$ cat config.mk
export PLATFORM = sky130hd
export DESIGN_NAME = if_fetch_unit
export DESIGN_NICKNAME = d
export VERILOG_FILES = /design/src/rtl/if_fetch_unit.sv
export SDC_FILE = /design/constraint.sdc
export NUM_CORES = 1
export LEC_CHECK = 0
export ABC_CLOCK_PERIOD_IN_PS = 21400
export CAP_MARGIN = 20
export CORE_MARGIN = 1
export CORE_UTILIZATION = 40
export DETAILED_ROUTE_END_ITERATION = 12
export SETUP_SLACK_MARGIN = 0.3
export SYNTH_ARGS = -nofsm -noshare
export SYNTH_HDL_FRONTEND = slang
export SYNTH_SLANG_ARGS = --single-unit
$ cat constraint.sdc
create_clock -name i_clk -period 21.4 [get_ports i_clk]
set_input_delay 4.28 -clock i_clk [delete_from_list [all_inputs] [get_ports i_clk]]
set_output_delay 4.28 -clock i_clk [all_outputs]
set_load 0.05 [all_outputs]
$ cat src/rtl/if_fetch_unit.sv
// ---------------------------------------------------------------------------
// if_fetch_unit
//
// Instruction-fetch stage of the five-stage pipeline. The block owns the
// program counter and fetches from instruction memory over a req/ack
// handshake. Each fetched word is latched, together with its PC and PC+4,
// into the IF/ID pipeline register that feeds decode. A one-entry hold
// buffer absorbs decode back-pressure. Branch/jump redirects from later
// stages flush all wrong-path state and restart fetch at the target.
//
// Parameters
//   RESET_PC            PC loaded on reset; bits [1:0] must be 0
//
// Ports
//   i_clk               pipeline clock, all state updates on posedge
//   i_rst               asynchronous, active-high reset
//   o_imem_req          fetch request, held with stable address until ack
//   o_imem_addr         word-aligned fetch address
//   i_imem_ack          response strobe, rdata valid in the same cycle
//   i_imem_rdata        fetched instruction
//   i_id_stall          decode cannot accept this cycle
//   i_redirect_valid    one-cycle pulse: flush and refetch from i_redirect_pc
//   i_redirect_pc       redirect target; bits [1:0] forced to 0
//   o_if_id_valid       IF/ID register holds a valid instruction
//   o_if_id_instr       instruction word
//   o_if_id_pc          address of o_if_id_instr
//   o_if_id_pc_plus4    o_if_id_pc + 4, modulo 2^32
//
// Optional build macro IF_PERF_CNT_EN adds saturating performance counters:
//   o_perf_fetch_cnt    instructions loaded into IF/ID
//   o_perf_stall_cnt    cycles with a valid IF/ID entry held by decode stall
//   o_perf_flush_cnt    redirect pulses seen
//
// States
//   S_FETCH   | request at pc; on ack load IF/ID (or hold buffer if stalled)
//   S_HOLD    | no request; word parked in hold buffer until decode frees slot
//   S_DISCARD | re-present abandoned address until its ack, then drop rdata
// ---------------------------------------------------------------------------
module if_fetch_unit #(
   parameter logic [31:0] RESET_PC = 32'h0000_0000
) (
   input  logic        i_clk,
   input  logic        i_rst,
   output logic        o_imem_req,
   output logic [31:0] o_imem_addr,
   input  logic        i_imem_ack,
   input  logic [31:0] i_imem_rdata,
   input  logic        i_id_stall,
   input  logic        i_redirect_valid,
   input  logic [31:0] i_redirect_pc,
   output logic        o_if_id_valid,
   output logic [31:0] o_if_id_instr,
   output logic [31:0] o_if_id_pc,
   output logic [31:0] o_if_id_pc_plus4
`ifdef IF_PERF_CNT_EN
   ,
   output logic [31:0] o_perf_fetch_cnt,
   output logic [31:0] o_perf_stall_cnt,
   output logic [15:0] o_perf_flush_cnt
`endif
);

   typedef enum logic [1:0] {
      S_FETCH   = 2'd0,
      S_HOLD    = 2'd1,
      S_DISCARD = 2'd2
   } state_t;

   state_t      r_state;
   logic [31:0] r_pc;
   logic [31:0] r_disc_addr;
   logic        r_hold_valid;
   logic [31:0] r_hold_instr;
   logic [31:0] r_hold_pc;
   logic        r_if_id_valid;
   logic [31:0] r_if_id_instr;
   logic [31:0] r_if_id_pc;
   logic [31:0] r_if_id_pc_plus4;

   logic        w_req;
   logic        w_ack;
   logic        w_slot_free;
   logic        w_consume;
   logic        w_load;
   logic [31:0] w_pc_plus4;
   logic [31:0] w_hold_pc_plus4;
   logic [31:0] w_redirect_pc;

   // Request is a decode of the registered state; reset gates it off
   // immediately so an in-flight request is abandoned without waiting.
   always_comb begin
      w_req           = (r_state != S_HOLD) && !i_rst;
      // An ack is only meaningful while a request is being presented.
      w_ack           = i_imem_ack && w_req;
      w_slot_free     = !r_if_id_valid || !i_id_stall;
      w_consume       = r_if_id_valid && !i_id_stall;
      w_pc_plus4      = r_pc + 32'd4;
      w_hold_pc_plus4 = r_hold_pc + 32'd4;
      w_redirect_pc   = i_redirect_pc & 32'hFFFF_FFFC;
      w_load          = 1'b0;
      if (!i_redirect_valid) begin
         if (r_state == S_FETCH)
            w_load = w_ack && w_slot_free;
         else if (r_state == S_HOLD)
            w_load = r_hold_valid && w_slot_free;
      end
   end

   assign o_imem_req       = w_req;
   assign o_imem_addr      = (r_state == S_DISCARD) ? r_disc_addr : r_pc;
   assign o_if_id_valid    = r_if_id_valid;
   assign o_if_id_instr    = r_if_id_instr;
   assign o_if_id_pc       = r_if_id_pc;
   assign o_if_id_pc_plus4 = r_if_id_pc_plus4;

   always_ff @(posedge i_clk or posedge i_rst) begin
      if (i_rst) begin
         r_state          <= S_FETCH;
         r_pc             <= RESET_PC;
         r_disc_addr      <= RESET_PC;
         r_hold_valid     <= 1'b0;
         r_hold_instr     <= 32'd0;
         r_hold_pc        <= 32'd0;
         r_if_id_valid    <= 1'b0;
         r_if_id_instr    <= 32'd0;
         r_if_id_pc       <= 32'd0;
         r_if_id_pc_plus4 <= 32'd0;
      end else if (i_redirect_valid) begin
         // Redirect outranks ack, stall and hold release.
         r_pc          <= w_redirect_pc;
         r_if_id_valid <= 1'b0;
         r_hold_valid  <= 1'b0;
         case (r_state)
            S_FETCH: begin
               if (w_ack) begin
                  // Request completed this cycle; its data is simply dropped.
                  r_state <= S_FETCH;
               end else begin
                  // Memory still owes an ack for the old address; keep
                  // presenting it so the handshake stays legal.
                  r_state     <= S_DISCARD;
                  r_disc_addr <= r_pc;
               end
            end
            S_HOLD:    r_state <= S_FETCH;
            S_DISCARD: r_state <= S_DISCARD;
            default:   r_state <= S_FETCH;
         endcase
      end else begin
         case (r_state)
            S_FETCH: begin
               if (w_ack) begin
                  r_pc <= w_pc_plus4;
                  if (w_slot_free) begin
                     r_if_id_valid    <= 1'b1;
                     r_if_id_instr    <= i_imem_rdata;
                     r_if_id_pc       <= r_pc;
                     r_if_id_pc_plus4 <= w_pc_plus4;
                  end else begin
                     r_hold_valid <= 1'b1;
                     r_hold_instr <= i_imem_rdata;
                     r_hold_pc    <= r_pc;
                     r_state      <= S_HOLD;
                  end
               end else if (w_consume) begin
                  r_if_id_valid <= 1'b0;
               end
            end
            S_HOLD: begin
               if (r_hold_valid && w_slot_free) begin
                  r_if_id_valid    <= 1'b1;
                  r_if_id_instr    <= r_hold_instr;
                  r_if_id_pc       <= r_hold_pc;
                  r_if_id_pc_plus4 <= w_hold_pc_plus4;
                  r_hold_valid     <= 1'b0;
                  r_state          <= S_FETCH;
               end
            end
            S_DISCARD: begin
               if (w_consume)
                  r_if_id_valid <= 1'b0;
               if (w_ack)
                  r_state <= S_FETCH;
            end
            default: r_state <= S_FETCH;
         endcase
      end
   end

`ifdef IF_PERF_CNT_EN
   logic [31:0] r_perf_fetch_cnt;
   logic [31:0] r_perf_stall_cnt;
   logic [15:0] r_perf_flush_cnt;

   always_ff @(posedge i_clk or posedge i_rst) begin
      if (i_rst) begin
         r_perf_fetch_cnt <= 32'd0;
         r_perf_stall_cnt <= 32'd0;
         r_perf_flush_cnt <= 16'd0;
      end else begin
         if (w_load && (r_perf_fetch_cnt != 32'hFFFF_FFFF))
            r_perf_fetch_cnt <= r_perf_fetch_cnt + 32'd1;
         if (r_if_id_valid && i_id_stall && (r_perf_stall_cnt != 32'hFFFF_FFFF))
            r_perf_stall_cnt <= r_perf_stall_cnt + 32'd1;
         if (i_redirect_valid && (r_perf_flush_cnt != 16'hFFFF))
            r_perf_flush_cnt <= r_perf_flush_cnt + 16'd1;
      end
   end

   assign o_perf_fetch_cnt = r_perf_fetch_cnt;
   assign o_perf_stall_cnt = r_perf_stall_cnt;
   assign o_perf_flush_cnt = r_perf_flush_cnt;
`endif

endmodule
==> summary.txt, run 1 <==
Logic synthesis
  – Post-Syn Instances: about 1100
  – Seq/Total Area, Yosys: 0.491
  – Yosys top cell area share: 0.491
  – Synth cell types: 50
  – Cell area after synthesis: around 11000 um2
  – Area leader, netlist: dfrtp_1
  – Syn. warnings: 0
  – Register bit total from synthesis: ~220
  – EDFF count, synth: 0
  – Largest cells by area after synthesis: dfrtp_1, mux2_2, mux2i_1
  – Syn avg cell area: around 10 um2
  – FFs w/ async S/R, synth: 1.00
  – Main synth FF type: dfrtp_1

Final layout
  – Fillcell total: roughly 2500
  – Most frequent cells in the layout: dfrtp_1, clkdlybuf4s50_1, nand2_1
  – Final net count: between 1000 and 1500
  – Design Area, Final: 14000 um2
  – Layout cells sized above 1: 0.156
  – Layout Area Growth over Synthesis: 26.3%
  – Most common library cell in the layout ignoring fill and taps: dfrtp_1

Drt
  – Met2 wire len: around 13000 um
  – Post-detailed-route count of antenna-violating nets: 0
  – First drt pass iteration count: 5
  – Met1 wire length: roughly 14000 um
  – Drt wl/cell: roughly 19 um
  – Highest metal used: met5
  – Via density: between 5 and 6
  – Vias post-DR: around 8400
  – Final wirelength: around 30000 um
  – DR iter-0 viols: about 700
  – DRC: 0
  – Detail Route met3 WL: roughly 2100 um

Timing
  – Final Skew: about 0.010 ns
  – Minimum clock period: about 10 ns
  – Fin. Hold Viols: 0
  – Final worst slack: about 11 ns
  – Worst Tran Pin Value: around 0.94 ns
  – Final setup fails: 0
  – Final critical-path share of the clock period: 0.473
  – TNS Setup: 0 ns
  – Hold WS: approximately 0.48 ns
  – Max-slew violation count: 0
  – RSZ-0062 raised after global routing: no
  – Worst slew margin: 0.375
  – Fmax: between 90 and 100 MHz

Clocking
  – Post-CTS setup buffer count: 0
  – Clock latency on the worst-skew pair: between 0.5 and 0.6 ns
  – Num CTS Buffers: 25
  – Clk pin slew, worst setup/hold paths: about 0.060 ns
  – # resized after CTS: 0
  – Clock Tree Buf Depth: 3
  – Hold_buf cts: 0
  – Clk root buf: clkbuf_16
  – H-tree levels: 1
  – CTS tree: built
  – TritonCTS Sinks: ~220

Setup path
  – Crit path arrival time: between 5 and 6 ns
  – Critical Path Sink Type: output pin
  – CP top delay family: buffers and inverters
  – CP Class: primary input to output pin
  – Worst path slowest cell: clkdlybuf4s50_1
  – CP max FO: 4
  – CP peak stage delay: about 0.82 ns
  – Reg2reg start: r_state[1]
  – CP startpoint: i_rst
  – Nature of the critical path startpoint: primary input
  – Crit path top cell by count: clkdlybuf4s50_1
  – Req. time, crit path: around 17 ns
  – Critical Path, Cell by Cell: clkdlybuf4s50_1 -> nor2_1 -> clkdlybuf4s50_1
  – WP buf/inv: 2

Floorplan
  – Cell Rows: 60
  – Initial Util: 0.410
  – Io pins: around 200
  – Placeable Area: approximately 27000 um2
  – Die Area: ~28000 um2
  – Die Width: approximately 170 um
  – Die span in y: between 150 and 200 um

Placement
  – Placed cell area: between 10000 and 15000 um2
  – Detail Placement HPWL: 19900 um
  – GP Congestion: approximately 0.8
  – I/O Buffers: 190
  – Pre-CTS setup slack: approximately 11 ns

Flow run
  – Max-cap viol count: 0

Power and ir drop
  – Pwr Density: around 140 nW/um2
  – VDD IR max: roughly 100 uV
  – P_leak: ~5.8 nW
  – Total Power: 1.94 mW

Global routing
  – GRT Resource Usage Total: 0.211
  – Initial antenna violation count: 3
  – Largest net degree at the start of global routing: approximately 140
  – Number of global-route vias before repair: around 8100
  – GR Overflow Total: 0
  – First-pass GRT wire length: roughly 47000 um

Worst hold path
  – Min-delay worst type: register to register
  – Hold Startpoint: o_if_id_instr[21]

Status
  – Status: finished clean
==> final timing paths <==
check | endpoint | cells after the start | slack (ns)
worst max-delay path | o_imem_req | 3 | 11.29
worst min-delay path | o_if_id_instr[21] | 2 | 0.48
worst max register to register | r_hold_pc[8] | 7 | 18.03
worst min register to register | o_if_id_instr[21] | 2 | 0.48
max in group asynchronous | o_if_id_pc_plus4[21] | 5 | 15.51
min in group asynchronous | o_if_id_instr[28] | 2 | 4.28
==> through the flow <==
step                 util  std cells
floorplan               -       1068
CTS                 0.516       1590
global route        0.518       1592
global placement    0.485       1545
detailed placement  0.485       1545
finish              0.518       1594
==> flip-flops by register name, summed over array words and instances, names as in the netlist <==
| signal | count |
|---|---|
| r_pc | 30 |
| r_hold_valid | 1 |
| r_state | 2 |
| r_disc_addr | 30 |
| o_if_id_pc_plus4 | 30 |
| r_hold_instr | 32 |
| o_if_id_instr | 32 |
| o_if_id_pc | 30 |
| o_if_id_valid | 1 |
| r_hold_pc | 30 |
==> power by group <==
part	switching, mW	total [mW]	internal, mW	leakage, nW
Clock	0.175	0.437	0.263	0.416
Combinational	0.576	0.880	0.305	2.62
Sequential	0.0877	0.623	0.535	2.79
==> layout make-up <==
type / count / area [um2] / area share
Antenna cell: 2 / 5.00 / 0.000356
Clock buffer: 36 / 737 / 0.0525
Clock inverter: 9 / 101 / 0.00721
Inverter: 11 / 48.8 / 0.00347
Multi-Input combinational cell: 741 / 5190 / 0.370
Sequential cell: 218 / 5460 / 0.388
Tap cell: 372 / 465 / 0.0331
Timing Repair Buffer: 205 / 2040 / 0.145
==> metal layers <==
layer / track usage / vias up
met1: 0.304 / 4071
met5: 0 / -
met2: 0.323 / 259
li1: - / 3991
met4: 0.0502 / 2
met3: 0.0437 / 32
==> worst reg2reg max path: cells and delay by family, from the launching register on <==
kind,cells,cell delay [ns]
simple gates,3,1.33
flops,1,0.38
fa+ha+maj,1,0.42
buf+inv,2,0.66
mux,1,0.44
==> cell usage after synthesis, types with 4 or more instances <==
cell / count
o21ai_0: 110
clkbuf_1: 37
and4_1: 8
ha_1: 5
a31oi_1: 4
buf_1: 16
nand3_1: 30
and3_1: 6
nor2_1: 23
buf_4: 10
nor3_1: 22
o211ai_1: 5
o21ai_1: 4
mux2_2: 117
o21a_1: 4
xor2_1: 36
mux2i_1: 71
o221ai_1: 9
buf_6: 4
inv_1: 11
nor4_1: 16
nand2_1: 159
nand4_1: 22
buf_2: 31
a21oi_1: 12
xnor2_1: 37
dfrtp_1: 218
==> kinds of logic after synthesis <==
family | share of synthesized area
simple gates | 0.133
flops | 0.491
mux | 0.182
compound gates | 0.0843
buf+inv | 0.0464
xor+xnor | 0.0575
fa+ha+maj | 0.00563
other cells | 0.000337
(Power assumes the default switching activity.)
==> run 2: changes to the inputs <==
ABC_CLOCK_PERIOD_IN_PS = 8700   (was 21400)
PLACE_DENSITY = 0.66   (was not set)
clock period = 8.7 ns   (was 21.4 ns; I/O delays follow)
==> run 2 against run 1 <==
  * Die area stayed put
  * Cell count is 0.38% lower
  * Design area is 0.48% lower
  * Utilization is 0.25 points lower
  * Register-to-register slack worse by 13 ns
==> summary.txt, run 2 (synthesized netlist as in run 1, its figures left out) <==
Floorplan
  – Die Width: roughly 170 um
  – Cell Rows: 60
  – Initial Util: 0.410
  – Die span in y: 169 um
  – Placeable Area: roughly 27000 um2
  – Io pins: between 150 and 200
  – Die Area: between 20000 and 30000 um2

Timing
  – Fin. Hold Viols: 0
  – Hold WS: roughly 0.48 ns
  – Minimum clock period: about 5.0 ns
  – Final setup fails: 0
  – Worst Tran Pin Value: 1.09 ns
  – TNS Setup: 0 ns
  – Final critical-path share of the clock period: 0.579
  – Fmax: between 150 and 200 MHz
  – Final Skew: between 0.009 and 0.01 ns
  – RSZ-0062 raised after global routing: no
  – Worst slew margin: 0.270
  – Max-slew violation count: 0

Setup path
  – Nature of the critical path startpoint: primary input
  – Critical Path Sink Type: output pin
  – Req. time, crit path: roughly 7.0 ns
  – Reg2reg start: r_state[1]
  – CP Class: primary input to output pin
  – CP max FO: 4
  – CP startpoint: i_rst
  – Crit path arrival time: between 3 and 4 ns

Clocking
  – Num CTS Buffers: 24
  – Clk pin slew, worst setup/hold paths: approximately 0.06 ns
  – Clock Tree Buf Depth: 3
  – Hold_buf cts: 0
  – CTS tree: built
  – Clk root buf: clkbuf_16
  – Post-CTS setup buffer count: 0
  – TritonCTS Sinks: about 220
  – Clock latency on the worst-skew pair: ~0.51 ns
  – # resized after CTS: 0
  – H-tree levels: 1

Placement
  – I/O Buffers: 190
  – GP Congestion: 0.854
  – DP Cell Count: about 1500
  – Detail Placement HPWL: slightly below 20000 um

Power and ir drop
  – Total Power: 4.70 mW
  – Sequential share of power: 0.325
  – VDD IR max: approximately 250 uV
  – Sw Share: 0.433
  – Net load switching power: around 2.0 mW
  – Pwr Density: around 340 nW/um2
  – P_leak: between 5 and 6 nW
  – Comb power frac: 0.461
  – P_int: 2.67 mW
  – Clock power frac: 0.215

Drt
  – DR iter-0 viols: about 570
  – Final wirelength: about 29000 um
  – DRC: 0
  – Via density: ~5.2
  – First drt pass iteration count: 4
  – Post-detailed-route count of antenna-violating nets: 0
  – Vias post-DR: 8335
  – Drt wl/cell: around 18 um

Flow run
  – Max-cap viol count: 0

Worst hold path
  – Hold Startpoint: o_if_id_instr[19]
  – Min-delay worst type: register to register

Final layout
  – Layout cells sized above 1: 0.150
  – Most frequent cells in the layout: dfrtp_1, clkdlybuf4s50_1, nand2_1
  – Layout Area Growth over Synthesis: 25.7%
  – Most common library cell in the layout ignoring fill and taps: dfrtp_1
  – Diode count: 0
  – Finished Layout Cells: 1588
  – Final net count: 1272
  – Final cell utilization of the core: 0.516

Global routing
  – GRT Resource Usage Total: 0.206
  – Initial antenna violation count: 0
  – Largest net degree at the start of global routing: roughly 140
  – GR Overflow Total: 0
  – Number of global-route vias before repair: 8131
  – First-pass GRT wire length: between 40000 and 50000 um

Status
  – Status: finished clean
==> run 2: through the flow <==
step / area [um2] / worst slack, ns
detailed placement: 13100 / 3.66
CTS: 13900 / 3.64
global placement: 13100 / 3.67
finish: 14000 / 3.66
floorplan: 11100 / 0.996
global route: 14000 / 3.60
==> run 2: final timing paths <==
path | depth (start not counted) | slack [ns] | endpoint
worst max-delay path | 3 | 3.66 | o_imem_req
worst min-delay path | 2 | 0.48 | o_if_id_instr[19]
worst max register to register | 7 | 5.33 | o_if_id_pc_plus4[24]
worst min register to register | 2 | 0.48 | o_if_id_instr[19]
max in group asynchronous | 5 | 5.53 | r_pc[9]
min in group asynchronous | 2 | 1.72 | r_hold_instr[29]
==> run 2: per-layer routing <==
metal / routed length [um] / global-route usage / vias up
li1: - / - / 3988
met1: 13300 / 0.300 / 4069
met2: 13100 / 0.315 / 247
met3: 2010 / 0.0381 / 31
met4: 556 / 0.0506 / 0
met5: 0 / 0 / -
==> run 2: power groups by stage <==
stage	Sequential, mW	Clock [mW]	Combinational [mW]
6_report	1.53	1.01	2.17
5_1_grt	1.57	1.07	2.29
4_1_cts	1.53	1.03	2.18
3_5_place_dp	1.54	0	2.18
3_3_place_gp	1.53	0	2.16
2_1_floorplan	2.15	0	0.832
==> run 2: worst max-delay path, cell delays in order <==
cell	delay, ns
clkdlybuf4s50_1	0.57
nor2_1	0.16
clkdlybuf4s50_1	0.82
==> run 2: cell type report <==
| class | count | area, um2 |
|---|---|---|
| Tap cell | 372 | 465 |
| Clock buffer | 41 | 776 |
| Inverter | 11 | 48.8 |
| Fill cell | 2506 | 13100 |
| Timing Repair Buffer | 202 | 2030 |
| Multi-Input combinational cell | 741 | 5190 |
| Clock inverter | 3 | 15.0 |
| Sequential cell | 218 | 5460 |
==> run 3: changes to the inputs <==
ABC_CLOCK_PERIOD_IN_PS = 4100   (was 8700)
clock period = 4.1 ns   (was 8.7 ns; I/O delays follow)
==> run 3 against run 2 <==
  * Worst hold slack worse by 0.0016 ns
  * Utilization up 0.68 points
  * Wire length up 0.62%
  * Critical path type is now register to output pin
  * Via count is 0.82% higher
==> summary.txt, run 3 (synthesized netlist as in run 1, its figures left out) <==
Clocking
  – Clock Tree Buf Depth: 3
  – Clk root buf: clkbuf_16
  – # resized after CTS: 1
  – CTS tree: built
  – Num CTS Buffers: 24
  – H-tree levels: 1
  – TritonCTS Sinks: between 200 and 250
  – Clock latency on the worst-skew pair: 0.52 ns
  – Hold_buf cts: 0
  – Clk pin slew, worst setup/hold paths: ~0.06 ns
  – Post-CTS setup buffer count: 0

Timing
  – Minimum clock period: about 3.6 ns
  – Fin. Hold Viols: 0
  – Max-slew violation count: 0
  – RSZ-0062 raised after global routing: no
  – Final setup fails: 0
  – Worst slew margin: 0.359
  – Final Skew: 0.0104 ns
  – Final critical-path share of the clock period: 0.880
  – TNS Setup: 0 ns
  – Worst Tran Pin Value: 0.953 ns
  – Fmax: 277 MHz

Power and ir drop
  – Sequential share of power: 0.321
  – Total Power: roughly 10 mW
  – Clock power frac: 0.224
  – P_leak: slightly below 6 nW
  – P_int: a little under 6 mW
  – Net load switching power: 4.31 mW
  – Comb power frac: 0.454
  – VDD IR max: 604 uV
  – Sw Share: 0.426
  – Pwr Density: 714 nW/um2

Drt
  – First drt pass iteration count: 5
  – Via density: approximately 5.3
  – DR iter-0 viols: 534
  – Vias post-DR: around 8400
  – DRC: 0
  – Final wirelength: between 20000 and 30000 um
  – Drt wl/cell: between 15 and 20 um
  – Post-detailed-route count of antenna-violating nets: 0

Setup path
  – CP max FO: 23
  – CP top delay family: buffers and inverters
  – Critical Path, Cell by Cell: inv_1 -> ha_2 -> buf_6 -> mux2_2 -> clkdlybuf4s50_1
  – Crit path arrival time: between 2 and 3 ns
  – CP peak stage delay: 0.71 ns
  – Req. time, crit path: about 3.3 ns
  – Worst path slowest cell: clkdlybuf4s50_1
  – Critical Path Sink Type: output pin
  – Nature of the critical path startpoint: register
  – WP buf/inv: 3
  – CP Class: register to output pin

Placement
  – GP Congestion: 0.861
  – I/O Buffers: 190
  – Detail Placement HPWL: 20500 um

Floorplan
  – Die Width: between 150 and 200 um
  – Die Area: approximately 28000 um2
  – Io pins: 199
  – Placeable Area: approximately 27000 um2
  – Initial Util: 0.410
  – Die span in y: between 150 and 200 um
  – Cell Rows: 60

Final layout
  – Layout Area Growth over Synthesis: 27.4%
  – Most common library cell in the layout ignoring fill and taps: dfrtp_1
  – Final net count: 1282
  – Fillcell total: around 2500
  – Most frequent cells in the layout: dfrtp_1, clkdlybuf4s50_1, nand2_1
  – Layout cells sized above 1: 0.161

Global routing
  – Largest net degree at the start of global routing: 83
  – Initial antenna violation count: 4
  – GRT Resource Usage Total: 0.206
  – Number of global-route vias before repair: 8223
  – First-pass GRT wire length: between 40000 and 50000 um
  – GR Overflow Total: 0

Flow run
  – Max-cap viol count: 0

Status
  – Status: finished clean

Worst hold path
  – Min-delay worst type: register to register
-- run 3: cell count changes in the layout (fill, tap and decap cells not counted), moves of 2 or more --
cell	delta
dlymetal6s2s_1	+4
clkinvlp_4	+2
clkbuf_8	-3
clkbuf_1	-4
buf_16	-2
buf_12	+7
bufinv_16	+3
diode_2	+2
buf_4	+5
clkdlybuf4s50_1	-5
-- run 3: metal layers --
metal / GRT usage / vias to the layer above / part of all wire
li1: - / 3998 / -
met1: 0.296 / 4136 / 0.46
met2: 0.317 / 221 / 0.45
met3: 0.0369 / 46 / 0.060
met4: 0.0636 / 2 / 0.025
met5: 0 / - / 0.00045
-- run 3: per-stage QoR --
step                hold WS, ns  worst slack, ns  cell area, um2   util  instances
CTS                       0.483            0.374           14100  0.522       1596
global placement          0.462            0.744           13300  0.491       1554
finish                    0.473            0.491           14200  0.523       1598
global route              0.496            0.374           14200  0.523       1597
floorplan                 0.450            0.440           11100      -       1068
detailed placement        0.470            0.680           13300  0.491       1554
-- run 3: final timing paths --
kind                                      from                   end  slack, ns  cells past startpoint
worst max-delay path                r_state[0]       o_imem_addr[13]       0.49                      5
worst min-delay path            o_if_id_pc[18]        o_if_id_pc[18]       0.47                      2
worst max register to register      r_state[1]  o_if_id_pc_plus4[26]       1.20                      7
worst min register to register  o_if_id_pc[18]        o_if_id_pc[18]       0.47                      2
max in group asynchronous                i_rst     o_if_id_instr[20]       2.26                      3
min in group asynchronous                i_rst         o_if_id_valid       1.01                      2
-- run 3: layout make-up --
type | instances | area [um2] | area share
diodes | 2 | 5.00 | 0.000353
clock buffers | 34 | 719 | 0.0508
clock inverters | 8 | 118 | 0.00830
inverters | 11 | 45.0 | 0.00318
multi-input cells | 741 | 5190 | 0.367
flip-flops and latches | 218 | 5460 | 0.385
well taps | 372 | 465 | 0.0329
repair buffers | 212 | 2160 | 0.153
-- run 3: tightest hold or removal path: cells and delay by family, from the launching register on --
family / cells / cell delay, ns
compound gates: 1 / 0.06
flops: 1 / 0.34
simple gates: 1 / 0.04
-- run 3: power by group through the flow --
stage / logic, mW / registers (mW) / clock network, mW
after floorplan: 1.77 / 4.56 / 0
after global placement: 4.60 / 3.26 / 0
after detailed placement: 4.63 / 3.29 / 0
after CTS: 4.65 / 3.26 / 2.32
after global routing: 4.86 / 3.34 / 2.40
final: 4.60 / 3.25 / 2.27
